`src/rtl/hs_pkg.sv`:
```
// Shared types and constants for the 4-phase handshake bus master.
// Holds the FSM state encoding, the default phase timeout and timer sizing.
package hs_pkg;

    typedef enum logic [1:0] {
        ST_IDLE = 2'd0,
        ST_REQ  = 2'd1,
        ST_REL  = 2'd2
    } hs_state_t;

    localparam int unsigned DEFAULT_TIMEOUT = 32'd255;
    localparam int unsigned MAX_TIMEOUT     = 32'd65535;

    // Bits needed for a counter that must be able to hold the value `timeout`.
    function automatic int unsigned timer_width(input int unsigned timeout);
        return $clog2(timeout + 32'd1);
    endfunction

endpackage

```
`src/rtl/hs_timeout.sv`:
```
// Clearable saturating phase timer; expired rises on the cycle whose
// closing edge is the TIMEOUT-th enabled edge since the last clear.
module hs_timeout
    import hs_pkg::*;
#(
    parameter int unsigned TIMEOUT = DEFAULT_TIMEOUT
) (
    input  logic clock,
    input  logic reset,
    input  logic clear,
    input  logic enable,
    output logic expired
);

    localparam int unsigned CNT_W = timer_width(TIMEOUT);
    localparam logic [CNT_W-1:0] CNT_SAT  = CNT_W'(TIMEOUT);
    localparam logic [CNT_W-1:0] CNT_TERM = CNT_W'(TIMEOUT - 32'd1);
    localparam logic [CNT_W-1:0] CNT_ONE  = CNT_W'(32'd1);

    logic [CNT_W-1:0] count_r;

    // Phase counter: clear wins over enable, holds once saturated.
    always_ff @(posedge clock or negedge reset) begin
        if (!reset) begin
            count_r <= {CNT_W{1'b0}};
        end else if (clear) begin
            count_r <= {CNT_W{1'b0}};
        end else if (enable && (count_r != CNT_SAT)) begin
            count_r <= count_r + CNT_ONE;
        end else begin
            count_r <= count_r;
        end
    end

    assign expired = (count_r >= CNT_TERM);

endmodule

```
`src/rtl/hs_bus_master.sv`:
```
// Initiator for the 4-phase Read/Write/Ack peripheral bus: registered strobes,
// per-phase timeout, one-cycle completion pulse with error status.
module hs_bus_master
    import hs_pkg::*;
#(
    parameter int unsigned ADDR_WIDTH = 32'd30,
    parameter int unsigned DATA_WIDTH = 32'd32,
    parameter int unsigned TIMEOUT    = DEFAULT_TIMEOUT
) (
    input  logic                  clock,
    input  logic                  reset,
    input  logic                  req_valid,
    input  logic                  req_write,
    input  logic [ADDR_WIDTH-1:0] req_addr,
    input  logic [DATA_WIDTH-1:0] req_wdata,
    output logic                  req_ready,
    output logic                  rsp_valid,
    output logic                  rsp_error,
    output logic [DATA_WIDTH-1:0] rsp_rdata,
    output logic [ADDR_WIDTH-1:0] bus_addr,
    output logic [DATA_WIDTH-1:0] bus_wdata,
    input  logic [DATA_WIDTH-1:0] bus_rdata,
    output logic                  bus_write,
    output logic                  bus_read,
    input  logic                  bus_ack
);

    hs_state_t             state_r;
    logic                  write_r;
    logic                  error_r;
    logic [DATA_WIDTH-1:0] rdata_r;

    logic                  expired_s;
    logic                  timer_clear_s;
    logic                  timer_en_s;

    hs_timeout #(
        .TIMEOUT (TIMEOUT)
    ) u_timeout (
        .clock   (clock),
        .reset   (reset),
        .clear   (timer_clear_s),
        .enable  (timer_en_s),
        .expired (expired_s)
    );

    // A new request is only taken once the previous peripheral has dropped Ack.
    assign req_ready = (state_r == ST_IDLE) && !bus_ack;

    // Timer control: restart on every phase change, idle keeps it at zero.
    always_comb begin
        timer_clear_s = 1'b1;
        timer_en_s    = 1'b0;
        case (state_r)
            ST_IDLE: begin
                timer_clear_s = 1'b1;
                timer_en_s    = 1'b0;
            end
            ST_REQ: begin
                timer_clear_s = bus_ack || expired_s;
                timer_en_s    = 1'b1;
            end
            ST_REL: begin
                timer_clear_s = !bus_ack || expired_s;
                timer_en_s    = 1'b1;
            end
            default: begin
                timer_clear_s = 1'b1;
                timer_en_s    = 1'b0;
            end
        endcase
    end

    // Handshake FSM with all bus and response outputs registered.
    always_ff @(posedge clock or negedge reset) begin
        if (!reset) begin
            state_r   <= ST_IDLE;
            write_r   <= 1'b0;
            error_r   <= 1'b0;
            rdata_r   <= {DATA_WIDTH{1'b0}};
            bus_read  <= 1'b0;
            bus_write <= 1'b0;
            bus_addr  <= {ADDR_WIDTH{1'b0}};
            bus_wdata <= {DATA_WIDTH{1'b0}};
            rsp_valid <= 1'b0;
            rsp_error <= 1'b0;
            rsp_rdata <= {DATA_WIDTH{1'b0}};
        end else begin
            rsp_valid <= 1'b0;
            rsp_error <= 1'b0;
            rsp_rdata <= {DATA_WIDTH{1'b0}};
            case (state_r)
                ST_IDLE: begin
                    if (req_valid && req_ready) begin
                        write_r   <= req_write;
                        error_r   <= 1'b0;
                        rdata_r   <= {DATA_WIDTH{1'b0}};
                        bus_addr  <= req_addr;
                        bus_wdata <= req_wdata;
                        bus_read  <= !req_write;
                        bus_write <= req_write;
                        state_r   <= ST_REQ;
                    end
                end
                ST_REQ: begin
                    if (bus_ack) begin
                        if (!write_r) begin
                            rdata_r <= bus_rdata;
                        end
                        bus_read  <= 1'b0;
                        bus_write <= 1'b0;
                        state_r   <= ST_REL;
                    end else if (expired_s) begin
                        bus_read  <= 1'b0;
                        bus_write <= 1'b0;
                        error_r   <= 1'b1;
                        state_r   <= ST_REL;
                    end
                end
                ST_REL: begin
                    if (!bus_ack) begin
                        rsp_valid <= 1'b1;
                        rsp_error <= error_r;
                        rsp_rdata <= (error_r || write_r) ? {DATA_WIDTH{1'b0}} : rdata_r;
                        state_r   <= ST_IDLE;
                    end else if (expired_s) begin
                        // Peripheral never released Ack; req_ready stays low until it does.
                        rsp_valid <= 1'b1;
                        rsp_error <= 1'b1;
                        state_r   <= ST_IDLE;
                    end
                end
                default: begin
                    bus_read  <= 1'b0;
                    bus_write <= 1'b0;
                    state_r   <= ST_IDLE;
                end
            endcase
        end
    end

endmodule

```
`config.mk`:
```
export PLATFORM = sky130hd
export DESIGN_NAME = hs_bus_master
export DESIGN_NICKNAME = d
export VERILOG_FILES = /design/src/rtl/hs_pkg.sv /design/src/rtl/hs_timeout.sv /design/src/rtl/hs_bus_master.sv
export SDC_FILE = /design/constraint.sdc
export NUM_CORES = 1
export LEC_CHECK = 0
export CORE_MARGIN = 2
export CORE_UTILIZATION = 41
export DETAILED_ROUTE_END_ITERATION = 8
export PLACE_DENSITY_LB_ADDON = 0.2
export SETUP_SLACK_MARGIN = 0.4
export SLEW_MARGIN = 20
export SYNTH_ARGS = -nofsm -noshare
export SYNTH_HDL_FRONTEND = slang
export SYNTH_SLANG_ARGS = --single-unit
```
`constraint.sdc`:
```
create_clock -name clock -period 1.83 [get_ports clock]
set_clock_uncertainty 0.2 [all_clocks]
set_input_delay 0.183 -clock clock [delete_from_list [all_inputs] [get_ports clock]]
set_output_delay 0.183 -clock clock [all_outputs]
set_load 0.02 [all_outputs]
```
==> results of run 1 <==
==> layout by cell type, fill, tap and decap left out, types with 3 or more instances in the layout <==
cell               n
inv_1              4
buf_8              8
ha_4               3
o21ai_2           25
nor2_1             4
buf_16             4
clkbuf_16         21
nor2b_1            3
buf_2             98
buf_4             21
mux2_2            25
nand2_1           49
nor2_2             4
and2_4            32
nand2_2           18
clkbuf_1           3
buf_12            11
clkinv_2           6
o21ai_1            6
a21oi_1            3
buf_6             14
clkdlybuf4s50_1   97
mux2_4            40
dfrtp_1          142
==> sequential cells by signal, summed over array words and instances (netlist names) <==
register and cells:
write_r 1, bus_read 1, error_r 1, bus_write 1, rdata_r 32, state_r 2, rsp_valid 1, rsp_rdata 32
bus_addr 30, u_timeout.count_r 8, bus_wdata 32, rsp_error 1
==> cell usage after synthesis (6+ instances only) <==
cell / number / area share
dfrtp_1: 142 / 0.63
nand2_1: 69 / 0.046
mux2_2: 64 / 0.13
and2_1: 32 / 0.035
o21ai_2: 26 / 0.040
buf_6: 14 / 0.028
nor2_1: 8 / 0.0053
a21oi_1: 7 / 0.0062
o21ai_1: 7 / 0.0062
clkbuf_1: 6 / 0.0040
ha_1: 6 / 0.013
inv_1: 6 / 0.0040
==> metal layers <==
| metal | vias to the layer above | GRT usage |
|---|---|---|
| li1 | 1956 | - |
| met1 | 2074 | 0.249 |
| met2 | 128 | 0.347 |
| met3 | 21 | 0.0644 |
| met4 | 0 | 0.0747 |
| met5 | - | 0 |
==> repair_timing <==
action,CTS,global route
resized for setup,478,71
setup endpoints to repair,241,164
gates cloned,5,4
hold buffers,1,0
endpoints found under the hold margin,142,0
pin swaps,21,27
buffers inserted,13,4
==> per-stage QoR <==
step	TNS, ps	cell area (µm²)	hold slack [ps]	setup slack, ps	instances
after floorplan	0	5760	-313	33.3	428
after global placement	-7770	8070	-141	-103	811
after detailed placement	-10610	8070	-140	-142	811
after CTS	-332	8870	2.18	-30.3	860
after global routing	-7070	9020	22.7	-119	868
final	-2620	9020	2.87	-79.7	868
==> report_power, final <==
group          switching (mW)  total, mW  internal, mW
clock network            1.21       3.12          1.91
logic                    2.87       5.67          2.81
registers               0.639       4.93          4.29
total                    4.72       13.7          9.00
==> worst max-delay path, stage by stage, from the launching register on <==
cell and delay [ps]:
dfrtp_1 370, inv_2 70, ha_4 160, buf_4 150, o32a_4 490, clkbuf_16 220, nand2_1 70, o21ai_1 60
==> worst max path at each step <==
stage	from	end	slack, ps	cells after the start
2_1_floorplan	state_r[1]$_DFFE_PN0P_	rdata_r[0]$_DFFE_PN0P_	30	9
3_3_place_gp	bus_ack	bus_addr[19]$_DFFE_PN0P_	-100	5
3_5_place_dp	bus_ack	bus_addr[11]$_DFFE_PN0P_	-140	5
4_1_cts	state_r[1]$_DFFE_PN0P_	bus_addr[11]$_DFFE_PN0P_	-30	8
5_1_grt	state_r[0]$_DFFE_PN0P_	rdata_r[14]$_DFFE_PN0P_	-120	7
6_report	state_r[0]$_DFFE_PN0P_	rdata_r[1]$_DFFE_PN0P_	-80	7
==> logic make-up after synthesis <==
| group | synth area share |
|---|---|
| flip-flops | 0.629 |
| multiplexers | 0.133 |
| buffers and inverters | 0.0394 |
| XOR/XNOR | 0.00465 |
| AO/OA/AOI/OAI | 0.0680 |
| adder cells (fa/ha/maj) | 0.0133 |
| AND/OR/NAND/NOR | 0.113 |
==> cell type report <==
cell class / count / area (µm²) / area share
sequential: 142 / 3550 / 0.394
clock buffer: 22 / 464 / 0.0514
multi-input combinational: 256 / 2360 / 0.261
timing repair buffer: 258 / 2340 / 0.259
inverter: 6 / 22.5 / 0.00250
tap: 176 / 220 / 0.0244
clock inverter: 8 / 67.6 / 0.00749
==> qor.csv, run 1 <==
stage,metric,value,unit
grt,global_route_wire_length_before_repair,22.8,mm
routing,detailedRoute.firstIterationViolations,104,
setup_path,arrival,2010,ps
setup_path,reg2reg_to,rdata_r[1]$_DFFE_PN0P_,
cells_and_area,antenna_cells,0,
routing,wire_per_inst,17.3,µm
floorplan,area_of_the_die,14700,µm²
clocking,tritoncts,built,
cells_and_area,drive_gt1_frac,0.525,
clocking,numClockSinks,142,
sta,final_hold_viol_count,0,
floorplan,i_o_pin_count,198,
hold_path,hold_path_class,input pin to async pin,
sta,final_max_slew_viol_count,0,
sta,unrepaired_setup_endpoints_after_global_routing,true,
run_status,failed_checks,setup timing,
synthesis,postSynthCellCount,428,
setup_path,worst_r2r_startpoint,state_r[0]$_DFFE_PN0P_,
setup_path,worstPathRequired,1930,ps
setup_path,timing.critical_path.from_type,flip-flop,
setup_path,critPathKind,flip-flop to flip-flop,
grt,largest_net_degree_at_the_start_of_global_routing,63,
placed_design,gp_congestion,0.767,
synthesis,synth-seq-area-share,0.629,
sta,relSlewSlack,0.775,
setup_path,critical_path_peak_fanout,10,
routing,wl_met3,852,µm
grt,grt_use_total,0.206,
clocking,htree_num_levels,4,
grt,first_global_vias,4446,
synthesis,number_of_synthesized_flops_with_an_enable_pin,0,
routing,dr_total_vias,4179,
placed_design,dpl.hpwl,9.62,mm
routing,detail_route.wirelength,15.0,mm
cells_and_area,synthToLayoutAreaGrowth,59.7,%
synthesis,ys_ff_latch,142,
sta,layout_setup_ws,-79.7,ps
sta,timing.final.crit_period,1910,ps
grt,antenna_found_initial,0,
cells_and_area,num-fill-cells,1009,
synthesis,synthesis.yosys.warnings,0,
routing,routed_via_density,4.81,
power,powerDensity,1520,nW/µm²
clocking,clock_latency,420,ps
clocking,clock_slew_at_reported_path_ffs,60,ps
floorplan,floorplan.initialDensity,0.423,
run_status,run_status,"finished, violations left",
floorplan,die-height,121,µm
job,maxCapViolations,0,
routing,drt_drc_violations_left,0,
power,post-layout-total-power,13.7,mW
floorplan,rows,42,
sta,min_period_over_period,1.04,
routing,drt_pass1_iterations,4,
setup_path,worst_r2r_path_depth,7,
power,total_leakage_power,4.37,nW
sta,achievable-frequency,0.524,GHz
synthesis,async_reset_ff_frac,1.00,
sta,report.final.setup_viol,80,
synthesis,synth_area,5650,µm²
routing,routed.top_layer,met4,
clocking,cts_inserted_buffers,17,
routing,wl_met2,7.70,mm
clocking,cts_root_buffer,clkbuf_16,
floorplan,core_area,13300,µm²
grt,grt_remaining_overflow,0,
setup_path,worst-r2r-setup-slack,-80,ps
clocking,cts_buffer_depth,2,
synthesis,postSynth.topFlopCell,dfrtp_1,
cells_and_area,num-nets-final,786,
synthesis,post_synth.cell_area_avg,13.2,µm²
floorplan,floorplan.die.width,121,µm
power,power.ir.vdd_worst,0.869,mV
routing,routedLengthMet1,6.13,mm
placed_design,portBuffers,197,
cells_and_area,final_core_utilization,0.676,
setup_path,crit_path_end_kind,flip-flop,
synthesis,yosysUniqueCellTypes,37,
synthesis,net_count_of_the_mapped_netlist,533,
sta,actual_transition_at_the_worst_max_transition_pin,337,ps
routing,drt.antenna.violating_nets,0,
Note: power is estimated with default switching activity, not from simulation.
==> inputs of run 2 (changes only) <==
--- a/config.mk
+++ b/config.mk
@@ -5,8 +5,12 @@
 export SDC_FILE = /design/constraint.sdc
 export NUM_CORES = 1
 export LEC_CHECK = 0
+export ABC_CLOCK_PERIOD_IN_PS = 1830
+export CAP_MARGIN = 20
+export CELL_PAD_IN_SITES_DETAIL_PLACEMENT = 1
+export CELL_PAD_IN_SITES_GLOBAL_PLACEMENT = 1
 export CORE_MARGIN = 2
-export CORE_UTILIZATION = 41
+export CORE_UTILIZATION = 32
 export DETAILED_ROUTE_END_ITERATION = 8
 export PLACE_DENSITY_LB_ADDON = 0.2
 export SETUP_SLACK_MARGIN = 0.4
==> run 2 against run 1 <==
  * The run still ends with setup timing left
  * Non-clock buffer count is 7 higher
  * Via count is 3.4% higher
  * Design area increased by 4.7%
  * Worst hold slack improved by 71 ps
  * Clock power grew 14%
  * Sequential power rose by 1%
  * Cell count rose by 6.7%
  * Combinational power is 4.2% higher
  * Flip-flop and latch count stayed put
  * Critical path type unchanged
  * Critical endpoint is now rdata_r[20]$_DFFE_PN0P_
  * Largest power group unchanged
==> qor.csv, run 2 (same netlist as run 1, synthesis figures left out) <==
stage,metric,value,unit
run_status,run_status,"finished, violations left",
run_status,failed_checks,setup timing,
routing,drt_pass1_iterations,4,
hold_path,hold_path_class,input pin to async pin,
floorplan,floorplan.initialDensity,0.327,
floorplan,rows,48,
cells_and_area,mostFrequentLayoutCell,dfrtp_1,
sta,timing.final.crit_period,1910,ps
placed_design,dpl.hpwl,11.0,mm
placed_design,pre_cts_ws,-190,ps
power,power.ir.vdd_worst,0.662,mV
cells_and_area,finish.instance_area,9450,µm²
clocking,cts_buffer_depth,2,
placed_design,gp_congestion,0.757,
sta,actual_transition_at_the_worst_max_transition_pin,459,ps
floorplan,floorplan.die.width,137,µm
placed_design,placement.cell_area,8120,µm²
sta,layout_setup_ws,-78.9,ps
setup_path,crit_path_end_kind,flip-flop,
cells_and_area,mostFrequentLayoutCells,"142 x dfrtp_1, 97 x clkdlybuf4s50_1, 74 x buf_2",
power,powerDensity,1530,nW/µm²
floorplan,i_o_pin_count,198,
sta,unrepaired_setup_endpoints_after_global_routing,true,
setup_path,path_buf_inv,3,
setup_path,crit_slowest_cell,dfrtp_1,
routing,drt.antenna.violating_nets,0,
clocking,tritoncts,built,
routing,detailedRoute.firstIterationViolations,146,
routing,routed_via_density,4.67,
routing,detail_route.wirelength,18.8,mm
cells_and_area,drive_gt1_frac,0.504,
clocking,htree_num_levels,4,
floorplan,die-height,137,µm
clocking,clock_slew_at_reported_path_ffs,60,ps
clocking,numClockSinks,142,
power,total_leakage_power,4.76,nW
routing,dr_total_vias,4320,
setup_path,crit_chain,inv_2 -> ha_4 -> nand3b_1 -> buf_6 -> o32a_4 -> clkbuf_16 -> o21ai_2,
sta,final_hold_viol_count,0,
setup_path,arrival,2060,ps
sta,relSlewSlack,0.694,
power,post-layout-total-power,14.4,mW
placed_design,portBuffers,197,
cells_and_area,reg_top3,"bus_wdata (32), rdata_r (32), rsp_rdata (32)",
grt,global_route_wire_length_before_repair,26.5,mm
floorplan,area_of_the_die,18700,µm²
clocking,cts_root_buffer,clkbuf_16,
setup_path,slowest_delay,390,ps
setup_path,worstPathRequired,1980,ps
sta,min_period_over_period,1.04,
floorplan,core_area,17300,µm²
sta,report.final.setup_viol,123,
clocking,cts_inserted_buffers,17,
sta,final_max_slew_viol_count,0,
setup_path,timing.critical_path.from_type,flip-flop,
job,maxCapViolations,0,
cells_and_area,num-fill-cells,1768,
grt,grt_remaining_overflow,0,
grt,first_global_vias,4611,
cells_and_area,synthToLayoutAreaGrowth,67.2,%
setup_path,critical_path_peak_fanout,16,
routing,drt_drc_violations_left,0,
clocking,clock_latency,420,ps
setup_path,critical-path-top-delay-family,buffers and inverters,
cells_and_area,antenna_cells,0,
cells_and_area,num-nets-final,793,
grt,grt_use_total,0.188,
sta,achievable-frequency,0.524,GHz
grt,antenna_found_initial,0,
routing,wire_per_inst,20.3,µm
setup_path,critPathKind,flip-flop to flip-flop,
grt,largest_net_degree_at_the_start_of_global_routing,45,
run 2: path summary, 6_finish.rpt:
kind / start / endpoint / slack (ps) / cells after the start
setup / recovery: state_r[1]$_DFFE_PN0P_ / rdata_r[20]$_DFFE_PN0P_ / -80 / 7
hold / removal: reset / rsp_rdata[10]$_DFF_PN0_ / 70 / 2
setup reg to reg: state_r[1]$_DFFE_PN0P_ / rdata_r[20]$_DFFE_PN0P_ / -80 / 7
hold reg to reg: rdata_r[9]$_DFFE_PN0P_ / rdata_r[9]$_DFFE_PN0P_ / 290 / 2
max in group asynchronous: reset / rsp_rdata[12]$_DFF_PN0_ / 770 / 3
min in group clock: bus_rdata[19] / rdata_r[19]$_DFFE_PN0P_ / 110 / 3
run 2: layout make-up:
| cell class | count | area, µm² | area share |
|---|---|---|---|
| clock buffer | 21 | 480 | 0.0508 |
| clock inverter | 11 | 128 | 0.0135 |
| inverter | 6 | 22.5 | 0.00238 |
| multi-input combinational | 256 | 2410 | 0.255 |
| sequential | 142 | 3550 | 0.376 |
| tap | 225 | 282 | 0.0298 |
| timing repair buffer | 265 | 2580 | 0.273 |
run 2: worst reg2reg max path, stage by stage (launching register included):
cell	delay, ps
dfrtp_1	390
inv_2	120
ha_4	160
nand3b_1	140
buf_6	160
o32a_4	280
clkbuf_16	240
o21ai_2	160
run 2: power breakdown:
group | internal [mW] | total (mW) | switching, mW | leakage [nW]
combinational | 2.90 | 5.91 | 3.01 | 2.63
clock | 2.16 | 3.55 | 1.39 | 0.293
sequential | 4.28 | 4.98 | 0.695 | 1.83
total | 9.35 | 14.4 | 5.09 | 4.76
run 2: routing by layer:
| layer | vias up | GRT usage | part of all wire |
|---|---|---|---|
| met3 | 19 | 0.0481 | 0.066 |
| li1 | 1963 | - | - |
| met1 | 2195 | 0.234 | 0.41 |
| met2 | 143 | 0.323 | 0.51 |
| met5 | - | 0 | 0 |
| met4 | 0 | 0.0567 | 0.012 |
run 2: through the flow:
stage                     hold slack [ps]  cells   util  TNS (ps)
after floorplan                      -313    428      -         0
after global placement              -57.1    857  0.469     -9860
after detailed placement            -49.7    857  0.469    -15680
after CTS                            87.8    910  0.521     -85.9
after global routing                  107    926  0.546    -14290
final                                74.0    926  0.546     -5160
run 2: repair_timing:
item | in CTS | in global routing
resized for setup | 405 | 67
pin swaps | 21 | 46
setup buffers | 14 | 9
cloned | 6 | 7
endpoints found under the hold margin | 142 | 0
setup endpoints to repair | 241 | 168
hold buffers | 1 | 0
